===== config.mk =====
export PLATFORM = sky130hd
export DESIGN_NAME = button_debouncer
export DESIGN_NICKNAME = d
export VERILOG_FILES = /design/src/rtl/button_debouncer.sv
export SDC_FILE = /design/constraint.sdc
export NUM_CORES = 1
export LEC_CHECK = 0
export BUFFER_PORTS_ARGS = -buffer_cell sky130_fd_sc_hd__clkbuf_2
export CAP_MARGIN = 20
export CORE_MARGIN = 2
export CORE_UTILIZATION = 45
export CTS_CLUSTER_SIZE = 16
export DETAILED_ROUTE_END_ITERATION = 8
export PLACE_DENSITY = 0.62
export SETUP_SLACK_MARGIN = 0.2
export SLEW_MARGIN = 40
export SYNTH_ARGS = -nofsm -noshare
export SYNTH_HDL_FRONTEND = slang
export SYNTH_SLANG_ARGS = --single-unit

===== constraint.sdc =====
create_clock -name clk -period 3.9 [get_ports clk]
set_input_delay 0.39 -clock clk [delete_from_list [all_inputs] [get_ports clk]]
set_output_delay 0.39 -clock clk [all_outputs]
set_load 0.01 [all_outputs]

===== src/rtl/button_debouncer.sv =====
// button_debouncer: synchronises a raw button level and qualifies each transition
// over a programmable window before changing the registered debounced output.
module button_debouncer #(
    parameter int DEBOUNCE_CYCLES = 500000,
    parameter int CNT_W           = 20
) (
    input  logic clk,
    input  logic n_rst,
    input  logic btn_raw,
    output logic db_out,
    output logic busy,
    output logic glitch
);
    // bit 1 is the debounced level, bit 0 marks a wait state
    localparam logic [1:0] S_LOW       = 2'd0;
    localparam logic [1:0] S_WAIT_HIGH = 2'd1;
    localparam logic [1:0] S_HIGH      = 2'd2;
    localparam logic [1:0] S_WAIT_LOW  = 2'd3;
    localparam logic [CNT_W-1:0] CNT_LAST = CNT_W'(DEBOUNCE_CYCLES - 1);
    logic             sync1_q, s_q;
    logic [1:0]       state_q, state_d;
    logic [CNT_W-1:0] cnt_q, cnt_d;
    logic             db_q, busy_q, glitch_q, glitch_d;
    always_comb begin
        state_d  = state_q;
        cnt_d    = '0;
        glitch_d = 1'b0;
        case (state_q)
            S_LOW:  state_d = s_q ? S_WAIT_HIGH : S_LOW;
            S_HIGH: state_d = s_q ? S_HIGH : S_WAIT_LOW;
            S_WAIT_HIGH: begin
                if (!s_q) begin
                    state_d  = S_LOW;
                    glitch_d = 1'b1;
                end else if (cnt_q == CNT_LAST) begin
                    state_d = S_HIGH;
                end else begin
                    cnt_d = cnt_q + 1'b1;
                end
            end
            S_WAIT_LOW: begin
                if (s_q) begin
                    state_d  = S_HIGH;
                    glitch_d = 1'b1;
                end else if (cnt_q == CNT_LAST) begin
                    state_d = S_LOW;
                end else begin
                    cnt_d = cnt_q + 1'b1;
                end
            end
            default: state_d = S_LOW;
        endcase
    end
    always_ff @(posedge clk or negedge n_rst) begin
        if (!n_rst) begin
            sync1_q  <= 1'b0;
            s_q      <= 1'b0;
            state_q  <= S_LOW;
            cnt_q    <= '0;
            db_q     <= 1'b0;
            busy_q   <= 1'b0;
            glitch_q <= 1'b0;
        end else begin
            sync1_q  <= btn_raw;
            s_q      <= sync1_q;
            state_q  <= state_d;
            cnt_q    <= cnt_d;
            db_q     <= state_d[1];
            busy_q   <= state_d[0];
            glitch_q <= glitch_d;
        end
    end
    assign db_out = db_q;
    assign busy   = busy_q;
    assign glitch = glitch_q;
endmodule


# Yosys cells after proc, flatten, opt, wreduce, memory -nomap -nowiden
# Cells that the tools add are included.
[word_totals]
reg_bits = 27
output_inout_bits = 3
[op_classes]
add_sub_neg = 1
n_mux = 14
eq_ne = 4
reduce_logical = 1
[ops]
columns = ["cell", "count"]
rows = [
  ["$mux W20", 3],
  ["$pmux W20 S2", 1],
  ["$add A20 B1 Y20 const B", 1],
  ["$eq A20 B19 Y1 const B", 1],
  ["$mux W2", 4],
  ["$pmux W2 S4", 1],
  ["$eq A2 B2 Y1 const B", 2],
  ["$mux W1", 4],
  ["$eq A2 B1 Y1 const B", 1],
  ["$logic_not A2 Y1", 1],
  ["$pmux W1 S2", 1],
]

# Longest topological paths before layout
# Gate-level depths: netlist (run 1).
[depth]
word_depth = 4
mapped_depth = 7
mapped_depth_nobuf = 5

# Worst setup path before layout (run 1)
# Ideal clock, no wire load.
[synth_path]
path_type = "flip-flop to flip-flop"
start = "register cnt_q[0]"
end = "register cnt_q[18]"
t_required_ns = 3.822
synth_period_minus_slack_ns = 1.749
setup_time_ns = 0.078
slack_ns = 2.151
arrival_time_ns = 1.672
path_buffers = 0
stages_incl_launch_ff = 6
path_cell_list = "dfrtp_1 -> ha_1 -> nand3_1 -> or4_4 -> or3_1 -> a21oi_1"
[synth_between]
elab_chain_cells = 4
[synth_lines]
columns = ["item", "line", "rtl"]
rows = [
  ["start, declared", "22", "logic [CNT_W-1:0] cnt_q, cnt_d;"],
  ["start signal, assigned", "67", "cnt_q <= cnt_d;"],
  ["$add A20 B1 Y20 / $eq A20 B19 Y1 (equally long branches)", "n/a", ""],
  ["$mux W20 *", "35, 45", ""],
  ["$mux W20 (on tied branches)", "42, 32", ""],
  ["$pmux W20 S2 *", "28", "case (state_q)"],
  ["net cnt_d[18]", "22", ""],
]
# The timed path passes the listed nets; every way through them passes the cells marked *.

# Worst setup path in the final report (run 1)
[layout_path]
start = "register cnt_q[6]"
end = "register cnt_q[5]"
[layout_between]
elab_chain_cells = 4
[layout_lines]
columns = ["item", "line"]
rows = [
  ["$eq A20 B19 Y1 *", "35, 45"],
  ["$mux W20 *", "35, 45"],
  ["$mux W20 (on tied branches)", "42, 32"],
  ["$pmux W20 S2 *", "28"],
  ["net cnt_d[5]", "22"],
]
# Marks and branches as above.

==> results.toml, run 1 <==
[outcome]
outcome = "finished, final reports clean"

[detailed_routing]
drc = 0
first_pass_iters = 4
drt-total-wl_um = 2030
vias = 821
drt_iter0_drc = 3
wl_per_cell_um = 13.4
postRouteAntennaNets = 0
via_per_inst = 5.40

[grt]
grt_max_degree = 26
grt_pass1_vias = 790
gr-total-overflow = 0
grt_pass1_wl_um = 3540
antenna_found_initial = 0
grtUsageTotal_pct = 14.6

[clocking]
clk_latency_ns = 0.32
cts_root_buf = "clkbuf_4"
cts.sinks = 25
cts_buffer_depth = 2
ctsHtreeMaxLevel = 1
ctsHoldBuffers = 0
cts_tree = "built"
post-cts-setup-buffers = 0
postCtsResizedCells = 0
cts_buffers = 3
clkTransAtPathRegs_ns = 0.13

[finish]
nNetsFinal = 127
multi_input_area_um2 = 537
drive_gt1_share_pct = 13.1
final_util_pct = 50.8
seqCellArea_um2 = 626
n_fill_cell = 236
areaGrowthSynthToFinish_pct = 6.73
design_area_mm2 = 0.00127
num_antenna_cells = 0

[worst_setup_path]
path_cells = "nor4b_1 > nand3_1 > o21ai_2 > nor2_1"
cp_max_fo = 19
cp.arrival_ns = 2.15
critPathSlowestCell = "o21ai_2"
critPathLaunchType = "flop"
slowest_delay_ns = 0.62
worstSetupEndpointType = "flop"
worstSetupPathType = "flop to flop"
cp_data_required_time_ns = 4.07

[synthesis]
syn_nets = 119
synth_most_common_cell = "dfrtp_1"
synth_area_leaders = "dfrtp_1 (53%), xnor2_1 (6.6%), nor2_1 (6.3%)"
synthFlopType = "dfrtp_1"
syn-cell-area_mm2 = 0.00119
synth_edf_count = 0
synth_largest_area_cell = "dfrtp_1"
synth_top_area_share_pct = 52.6
ys_seq_area_share_pct = 52.6
synth.avg_cell_area_um2 = 10.3
yosysWarningCount = 0
syn_inst = 115
synth_cell_types = 29
synth-async-reset-ratio_pct = 100
synth_commonest_cells = "dfrtp_1 (25), nor2_1 (20), nand3_1 (9), xnor2_1 (9), xor2_1 (6)"
ys_ff_latch = 25

[place]
place_hpwl_um = 1470
port_buffers = 5
place_area_mm2 = 0.00124
gp_congestion = 0.819

[pwr]
ir_drop_uv = 199
powerDensity_mw_per_mm2 = 307
p_leak_nw = 0.513
power_w = 0.000390

[sta]
finClkSkew_ns = 0.0146
period_share_pct = 50.6
setup_tns_ns = 0
worst_pin_slew_ns = 0.742
hold_viol_final = 0
slew_headroom_pct = 50.6
max_freq_ghz = 0.507
final-max-slew-violation-count = 0
setup_viol = 0
rsz0062_at_grt = "false"
fin_crit_ns = 1.97

[floorplan]
pin_count = 6
die_area_mm2 = 0.00307
die_h_um = 55.4
core_mm2 = 0.00250
start_util_pct = 47.6
num_rows = 18
die_x_um = 55.4

[min_path]
min_path_type = "input port to async pin"

[run]
maxCapViolCount = 0
[layout make-up]
type	count	share of cell area, %
Sequential cell	25	49.3
Tap cell	30	2.96
Timing Repair Buffer	5	1.97
Clock buffer	4	2.07
Inverter	5	1.48
Multi-Input combinational cell	83	42.3
[flip-flops by register name, indices dropped and copies added, names as in the netlist, named ones only]
| name | flops |
|---|---|
| sync1_q | 1 |
| cnt_q | 20 |
| glitch | 1 |
| state_q | 1 |
| s_q | 1 |
[critical path, delay by kind of cell (launching register included)]
kind               cells  cell delay [ns]
AOI/OAI and AO/OA      1             0.62
and+or+nand+nor        3             0.75
DFF                    1             0.47
[report_power, final]
group | switching (W) | internal, W
clock network | 0.0000719 | 0.0000400
logic | 0.0000105 | 0.00000329
registers | 0.00000199 | 0.000262
[final timing paths]
kind | from | endpoint | slack [ns] | depth (start not counted)
setup / recovery | cnt_q[6]$_DFF_PN0_ | cnt_q[5]$_DFF_PN0_ | 1.93 | 4
hold / removal | n_rst | glitch$_DFF_PN0_ | 0.05 | 1
setup reg to reg | cnt_q[6]$_DFF_PN0_ | cnt_q[5]$_DFF_PN0_ | 1.93 | 4
hold reg to reg | sync1_q$_DFF_PN0_ | s_q$_DFF_PN0_ | 0.36 | 0
max in group asynchronous | n_rst | cnt_q[2]$_DFF_PN0_ | 3.44 | 1
min in group clk | btn_raw | sync1_q$_DFF_PN0_ | 0.19 | 1
[routing by layer]
metal | up-vias | GRT usage (%) | share of wire (%)
li1 | 419 | - | -
met1 | 391 | 19.5 | 49
met2 | 9 | 22.8 | 47
met3 | 2 | 4.92 | 2.9
met4 | 0 | 4.18 | 1.0
met5 | - | 0 | 0
[cell families (layout without fill, tap and decap cells)]
group | Yosys count | count (layout) | share of synthesized area [%]
flip-flops | 25 | 25 | 52.6
buffers and inverters | 7 | 14 | 2.31
XOR/XNOR | 15 | 15 | 11.0
AO/OA/AOI/OAI | 8 | 8 | 4.31
multiplexers | 1 | 1 | 0.946
adder cells (fa/ha/maj) | 1 | 1 | 1.05
AND/OR/NAND/NOR | 58 | 58 | 27.8
[metrics by stage]
stage	setup slack, ns	hold slack (ns)	cells
floorplan	2.15	0.0944	115
finish	1.93	0.0528	152
global placement	1.94	0.336	148
CTS	1.86	0.0657	152
detailed placement	1.88	0.339	148
global route	1.68	0.0998	152
[layout by cell type (no fill, tap or decap), drive strengths merged]
master,n
nor2,20
mux2,1
or4,1
and2,1
a31o,1
xnor2,9
nor4b,1
xor2,6
nor3,4
and3,2
nand3,9
dfrtp,25
clkbuf,9
nand4,6
and4bb,1
or3,2
and4,3
o221ai,1
a21oi,3
ha,1
inv,5
nor4,4
nand2,4
o21ai,3
Power figures use the tool's default switching activity.
==> inputs of run 2 (changes only) <==
==> constraint.sdc (replaced) <==
create_clock -name clk -period 2.1 [get_ports clk]
set_input_delay 0.21 -clock clk [delete_from_list [all_inputs] [get_ports clk]]
set_output_delay 0.21 -clock clk [all_outputs]
set_load 0.01 [all_outputs]
==> results.toml, run 2 (synthesized netlist as in run 1, its figures left out) <==
[detailed_routing]
drt_iter0_drc = 8
vias = 869
drt-total-wl_um = 2180
first_pass_iters = 4
drc = 0
wl_per_cell_um = 13.5
via_per_inst = 5.40
postRouteAntennaNets = 0

[place]
place_ws_ns = 0.211
gp_congestion = 0.783
port_buffers = 5
place_area_mm2 = 0.00127
place_hpwl_um = 1440
dp_cells = 151

[worst_setup_path]
cp_top_family = "simple AND/OR/NAND/NOR gates"
reg2reg_to = "cnt_q[16]$_DFF_PN0_"
cp_max_fo = 7
endpoint = "cnt_q[16]$_DFF_PN0_"
ff2ff_path_depth = 4
cp_data_required_time_ns = 2.35
path_cells = "nand4_4 > or4_4 > or3_1 > a21oi_1"
critPathSlowestCell = "or4_4"
rr_startpoint = "cnt_q[5]$_DFF_PN0_"
critPathLaunchType = "flop"
startpoint = "cnt_q[5]$_DFF_PN0_"
worst-path-buf-inv = 0
worstSetupEndpointType = "flop"
crit_cells = 4
cp.arrival_ns = 2.05
rrSetupSlack_ns = 0.30
slowest_delay_ns = 0.56
worstSetupPathType = "flop to flop"

[outcome]
outcome = "finished, final reports clean"

[pwr]
switching_share_pct = 22.5
combPwrFrac_pct = 4.9
clkPwrFrac_pct = 28.9
internal_power_w = 0.000575
p_leak_nw = 0.555
powerDensity_mw_per_mm2 = 540
ir_drop_uv = 383
seqPwrFrac_pct = 66.2
switchingPower_w = 0.000167

[clocking]
clk_latency_ns = 0.32
cts_tree = "built"
ctsHtreeMaxLevel = 1
clkTransAtPathRegs_ns = 0.13
cts_root_buf = "clkbuf_4"
cts_buffer_depth = 2
cts_buffers = 3
cts.sinks = 25

[finish]
drive_gt1_share_pct = 21.4
design_area_mm2 = 0.00137
final_cell_mix = "dfrtp_1 (24), nor2_1 (20), xnor2_1 (9), nand3_1 (8), buf_4 (7)"
regMostFlops = "cnt_q"
n_fill_cell = 219
largest_register_ffs = 20
areaGrowthSynthToFinish_pct = 15.5
seqCellArea_um2 = 627
mostFrequentLayoutCell = "dfrtp_1"
nNetsFinal = 136
multi_input_area_um2 = 567
final_cells = 161
final_util_pct = 55.0
num_antenna_cells = 0

[grt]
grt_pass1_vias = 839
grt_pass1_wl_um = 3660
gr-total-overflow = 0
antenna_found_initial = 0
grtUsageTotal_pct = 14.8
grt_max_degree = 26

[sta]
rsz0062_at_grt = "false"
finClkSkew_ns = 0.00258
period_share_pct = 85.5
setup_tns_ns = 0
worst_pin_slew_ns = 0.627
setup_viol = 0
hold_viol_final = 0
max_freq_ghz = 0.557
slew_headroom_pct = 58.2
final-max-slew-violation-count = 0
fin_crit_ns = 1.80
setup_slack_ns = 0.304

[min_path]
min_path_type = "flop to flop"

[floorplan]
die_x_um = 55.4
pin_count = 6
core_mm2 = 0.00250
num_rows = 18
die_h_um = 55.4
start_util_pct = 47.6
die_area_mm2 = 0.00307

[run]
maxCapViolCount = 0
## run 2: changes by cell type in the layout (fill, tap and decap cells not counted), sizes merged
| cell | before | now |
|---|---|---|
| dlygate4sd3 | 0 | 2 |
| buf | 0 | 7 |
## run 2: worst register-to-register path, cell delays in order (launching register included)
cell	delay, ns
dfrtp_1	0.51
nand4_4	0.19
or4_4	0.56
or3_1	0.32
a21oi_1	0.15
## run 2: through the flow
| step | hold slack, ns | power, W |
|---|---|---|
| 3_3_place_gp | 0.243 | 0.000529 |
| 4_1_cts | 0.366 | 0.000751 |
| 5_1_grt | 0.379 | 0.000776 |
| 6_report | 0.365 | 0.000742 |
| 2_1_floorplan | -0.0856 | 0.000511 |
| 3_5_place_dp | 0.251 | 0.000530 |
## run 2: worst min path at each step
| stage | startpoint | end | cells after the start | slack [ns] |
|---|---|---|---|---|
| after floorplan | n_rst | async pin | 0 | -0.09 |
| after global placement | n_rst | cnt_q[5]$_DFF_PN0_ | 1 | 0.24 |
| after global routing | sync1_q$_DFF_PN0_ | s_q$_DFF_PN0_ | 0 | 0.38 |
| after detailed placement | n_rst | cnt_q[7]$_DFF_PN0_ | 1 | 0.25 |
| final | sync1_q$_DFF_PN0_ | s_q$_DFF_PN0_ | 0 | 0.36 |
| after CTS | sync1_q$_DFF_PN0_ | s_q$_DFF_PN0_ | 0 | 0.37 |
## run 2: timing repair
action | CTS | global route
pin swaps | 0 | 1
hold buffers | 2 | 0
endpoints found under the hold margin | 26 | 0
resized for setup | 0 | 6
buffers inserted | 1 | 3
setup endpoints to repair | 1 | 18
## run 2: layer usage
layer	global-route usage (%)	share of wire [%]	vias up
li1	-	-	440
met1	20.4	51	418
met2	22.3	46	7
met3	2.11	1.9	4
met4	8.36	1.8	0
met5	0	0	-
## run 2: power groups by stage
stage / Clock [W] / Combinational [W] / Sequential, W
floorplan: 0 / 0.0000107 / 0.000500
global placement: 0 / 0.0000298 / 0.000500
detailed placement: 0 / 0.0000301 / 0.000500
CTS: 0.000225 / 0.0000352 / 0.000490
global route: 0.000242 / 0.0000420 / 0.000492
finish: 0.000214 / 0.0000366 / 0.000491
## run 2: layout make-up
cell class | instances | share of cell area (%)
inverter | 5 | 1.37
multi-input combinational | 83 | 41.3
timing repair buffer | 14 | 7.10
tap | 30 | 2.73
sequential | 25 | 45.6
clock buffer | 4 | 1.91
==> inputs of run 3 (changes only) <==
--- a/config.mk
+++ b/config.mk
@@ -5,7 +5,7 @@
 export SDC_FILE = /design/constraint.sdc
 export NUM_CORES = 1
 export LEC_CHECK = 0
-export BUFFER_PORTS_ARGS = -buffer_cell sky130_fd_sc_hd__clkbuf_2
+export BUFFER_PORTS_ARGS = -buffer_cell sky130_fd_sc_hd__buf_4
 export CAP_MARGIN = 20
 export CORE_MARGIN = 2
 export CORE_UTILIZATION = 45
==> results.toml, run 3 (synthesized netlist as in run 1, its figures left out) <==
[outcome]
outcome = "finished, final reports clean"

[sta]
setup_viol = 0
worst_pin_slew_ns = 0.512
hold_viol_final = 0
max_freq_ghz = 0.558
setup_slack_ns = 0.306
slew_headroom_pct = 65.6
rsz0062_at_grt = "true"
final-max-slew-violation-count = 0
finClkSkew_ns = 0.00408
timing.hold.ws_ns = 0.308
setup_tns_ns = 0
period_share_pct = 85.4
fin_crit_ns = 1.79

[detailed_routing]
first_pass_iters = 4
drc = 0
drt_iter0_drc = 16
wl_per_cell_um = 13.4
postRouteAntennaNets = 0
via_per_inst = 5.38
vias = 856
drt-total-wl_um = 2130

[clocking]
cts_buffer_depth = 2
cts.sinks = 25
cts_tree = "built"
clkTransAtPathRegs_ns = 0.13
clk_latency_ns = 0.32
ctsHtreeMaxLevel = 1
cts_root_buf = "clkbuf_4"
cts_buffers = 3

[pwr]
p_leak_nw = 0.552
seqPwrFrac_pct = 66.3
switching_share_pct = 22.0
clkPwrFrac_pct = 28.7
powerDensity_mw_per_mm2 = 544
internal_power_w = 0.000577
switchingPower_w = 0.000163
ir_drop_uv = 433
combPwrFrac_pct = 5.1

[worst_setup_path]
rrSetupSlack_ns = 0.31
reg2reg_to = "cnt_q[16]$_DFF_PN0_"
critPathLaunchType = "flop"
ff2ff_path_depth = 4
cp_data_required_time_ns = 2.35
rr_startpoint = "cnt_q[5]$_DFF_PN0_"
worstSetupPathType = "flop to flop"
cp.arrival_ns = 2.05
worstSetupEndpointType = "flop"
slowest_delay_ns = 0.56
path_cells = "nand4_4 > or4_4 > or3_1 > a21oi_1"
cp_max_fo = 7
critPathSlowestCell = "or4_4"

[place]
gp_congestion = 0.808
place_hpwl_um = 1490
dp_cells = 151
place_area_mm2 = 0.00128
place_ws_ns = 0.239
port_buffers = 5

[floorplan]
die_x_um = 55.4
die_area_mm2 = 0.00307
die_h_um = 55.4
start_util_pct = 47.6
num_rows = 18
pin_count = 6
core_mm2 = 0.00250

[grt]
antenna_found_initial = 0
grtUsageTotal_pct = 15.7
grt_max_degree = 26
grt_pass1_vias = 831
gr-total-overflow = 0
grt_pass1_wl_um = 3820

[finish]
nNetsFinal = 134
final_cell_mix = "dfrtp_1 (25), nor2_1 (20), buf_4 (10), xnor2_1 (9), nand3_1 (8)"
drive_gt1_share_pct = 19.4
n_fill_cell = 218
areaGrowthSynthToFinish_pct = 14.3
num_antenna_cells = 0
largest_register_ffs = 20
regMostFlops = "cnt_q"
mostFrequentLayoutCell = "dfrtp_1"
final_cells = 159
design_area_mm2 = 0.00136

[min_path]
min_path_type = "input port to async pin"

[run]
maxCapViolCount = 0
-- run 3: cell count changes in the layout (fill, tap and decap cells not counted), sizes merged --
cell,change
buf,+3
clkbuf,-5
-- run 3: how the worst max path moves through the flow --
| stage | cells after the start | to | from | slack (ns) |
|---|---|---|---|---|
| finish | 4 | cnt_q[16]$_DFF_PN0_ | cnt_q[5]$_DFF_PN0_ | 0.31 |
| detailed placement | 5 | cnt_q[16]$_DFF_PN0_ | cnt_q[0]$_DFF_PN0_ | 0.24 |
| global placement | 5 | cnt_q[18]$_DFF_PN0_ | cnt_q[0]$_DFF_PN0_ | 0.30 |
| floorplan | 5 | cnt_q[18]$_DFF_PN0_ | cnt_q[0]$_DFF_PN0_ | 0.35 |
| CTS | 5 | cnt_q[16]$_DFF_PN0_ | cnt_q[1]$_DFF_PN0_ | 0.22 |
| global route | 5 | cnt_q[18]$_DFF_PN0_ | cnt_q[1]$_DFF_PN0_ | 0.19 |
-- run 3: what timing repair did --
action / 4_1_cts / 5_1_grt
hold buffers: 2 / 0
setup buffers: 1 / 1
setup endpoints to repair: 1 / 3
endpoints found under the hold margin: 26 / 0
gates resized for setup: 0 / 4
-- run 3: layout make-up --
type	count	area, µm²	area share, %
multi-input cells	83	557	40.9
flip-flops and latches	25	626	46.0
inverters	5	18.8	1.38
clock buffers	4	26.3	1.93
well taps	30	37.5	2.76
repair buffers	12	95.1	6.99
-- run 3: layer usage --
metal  global-route usage [%]  share of wire, %  wire [µm]
met5                        0                 0          0
met4                     8.01               2.2         47
met3                     2.11               1.5         32
met2                     23.8                47        993
met1                     22.0                49       1050
-- run 3: power by group through the flow --
stage / clock network (W) / registers [W] / logic [W]
final: 0.000212 / 0.000490 / 0.0000374
after global routing: 0.000241 / 0.000491 / 0.0000436
after CTS: 0.000221 / 0.000490 / 0.0000374
after detailed placement: 0 / 0.000500 / 0.0000321
after global placement: 0 / 0.000500 / 0.0000321
after floorplan: 0 / 0.000500 / 0.0000107
-- run 3: stage by stage --
| step | power (W) | util [%] |
|---|---|---|
| 2_1_floorplan | 0.000511 | - |
| 3_3_place_gp | 0.000532 | 51.2 |
| 3_5_place_dp | 0.000532 | 51.2 |
| 4_1_cts | 0.000748 | 53.3 |
| 5_1_grt | 0.000776 | 54.4 |
| 6_report | 0.000739 | 54.4 |
-- run 3: critical path, delay by kind of cell (launching register included) --
kind / cells / cell delay (ns)
AO/OA/AOI/OAI: 1 / 0.14
flip-flops: 1 / 0.52
AND/OR/NAND/NOR: 3 / 1.07
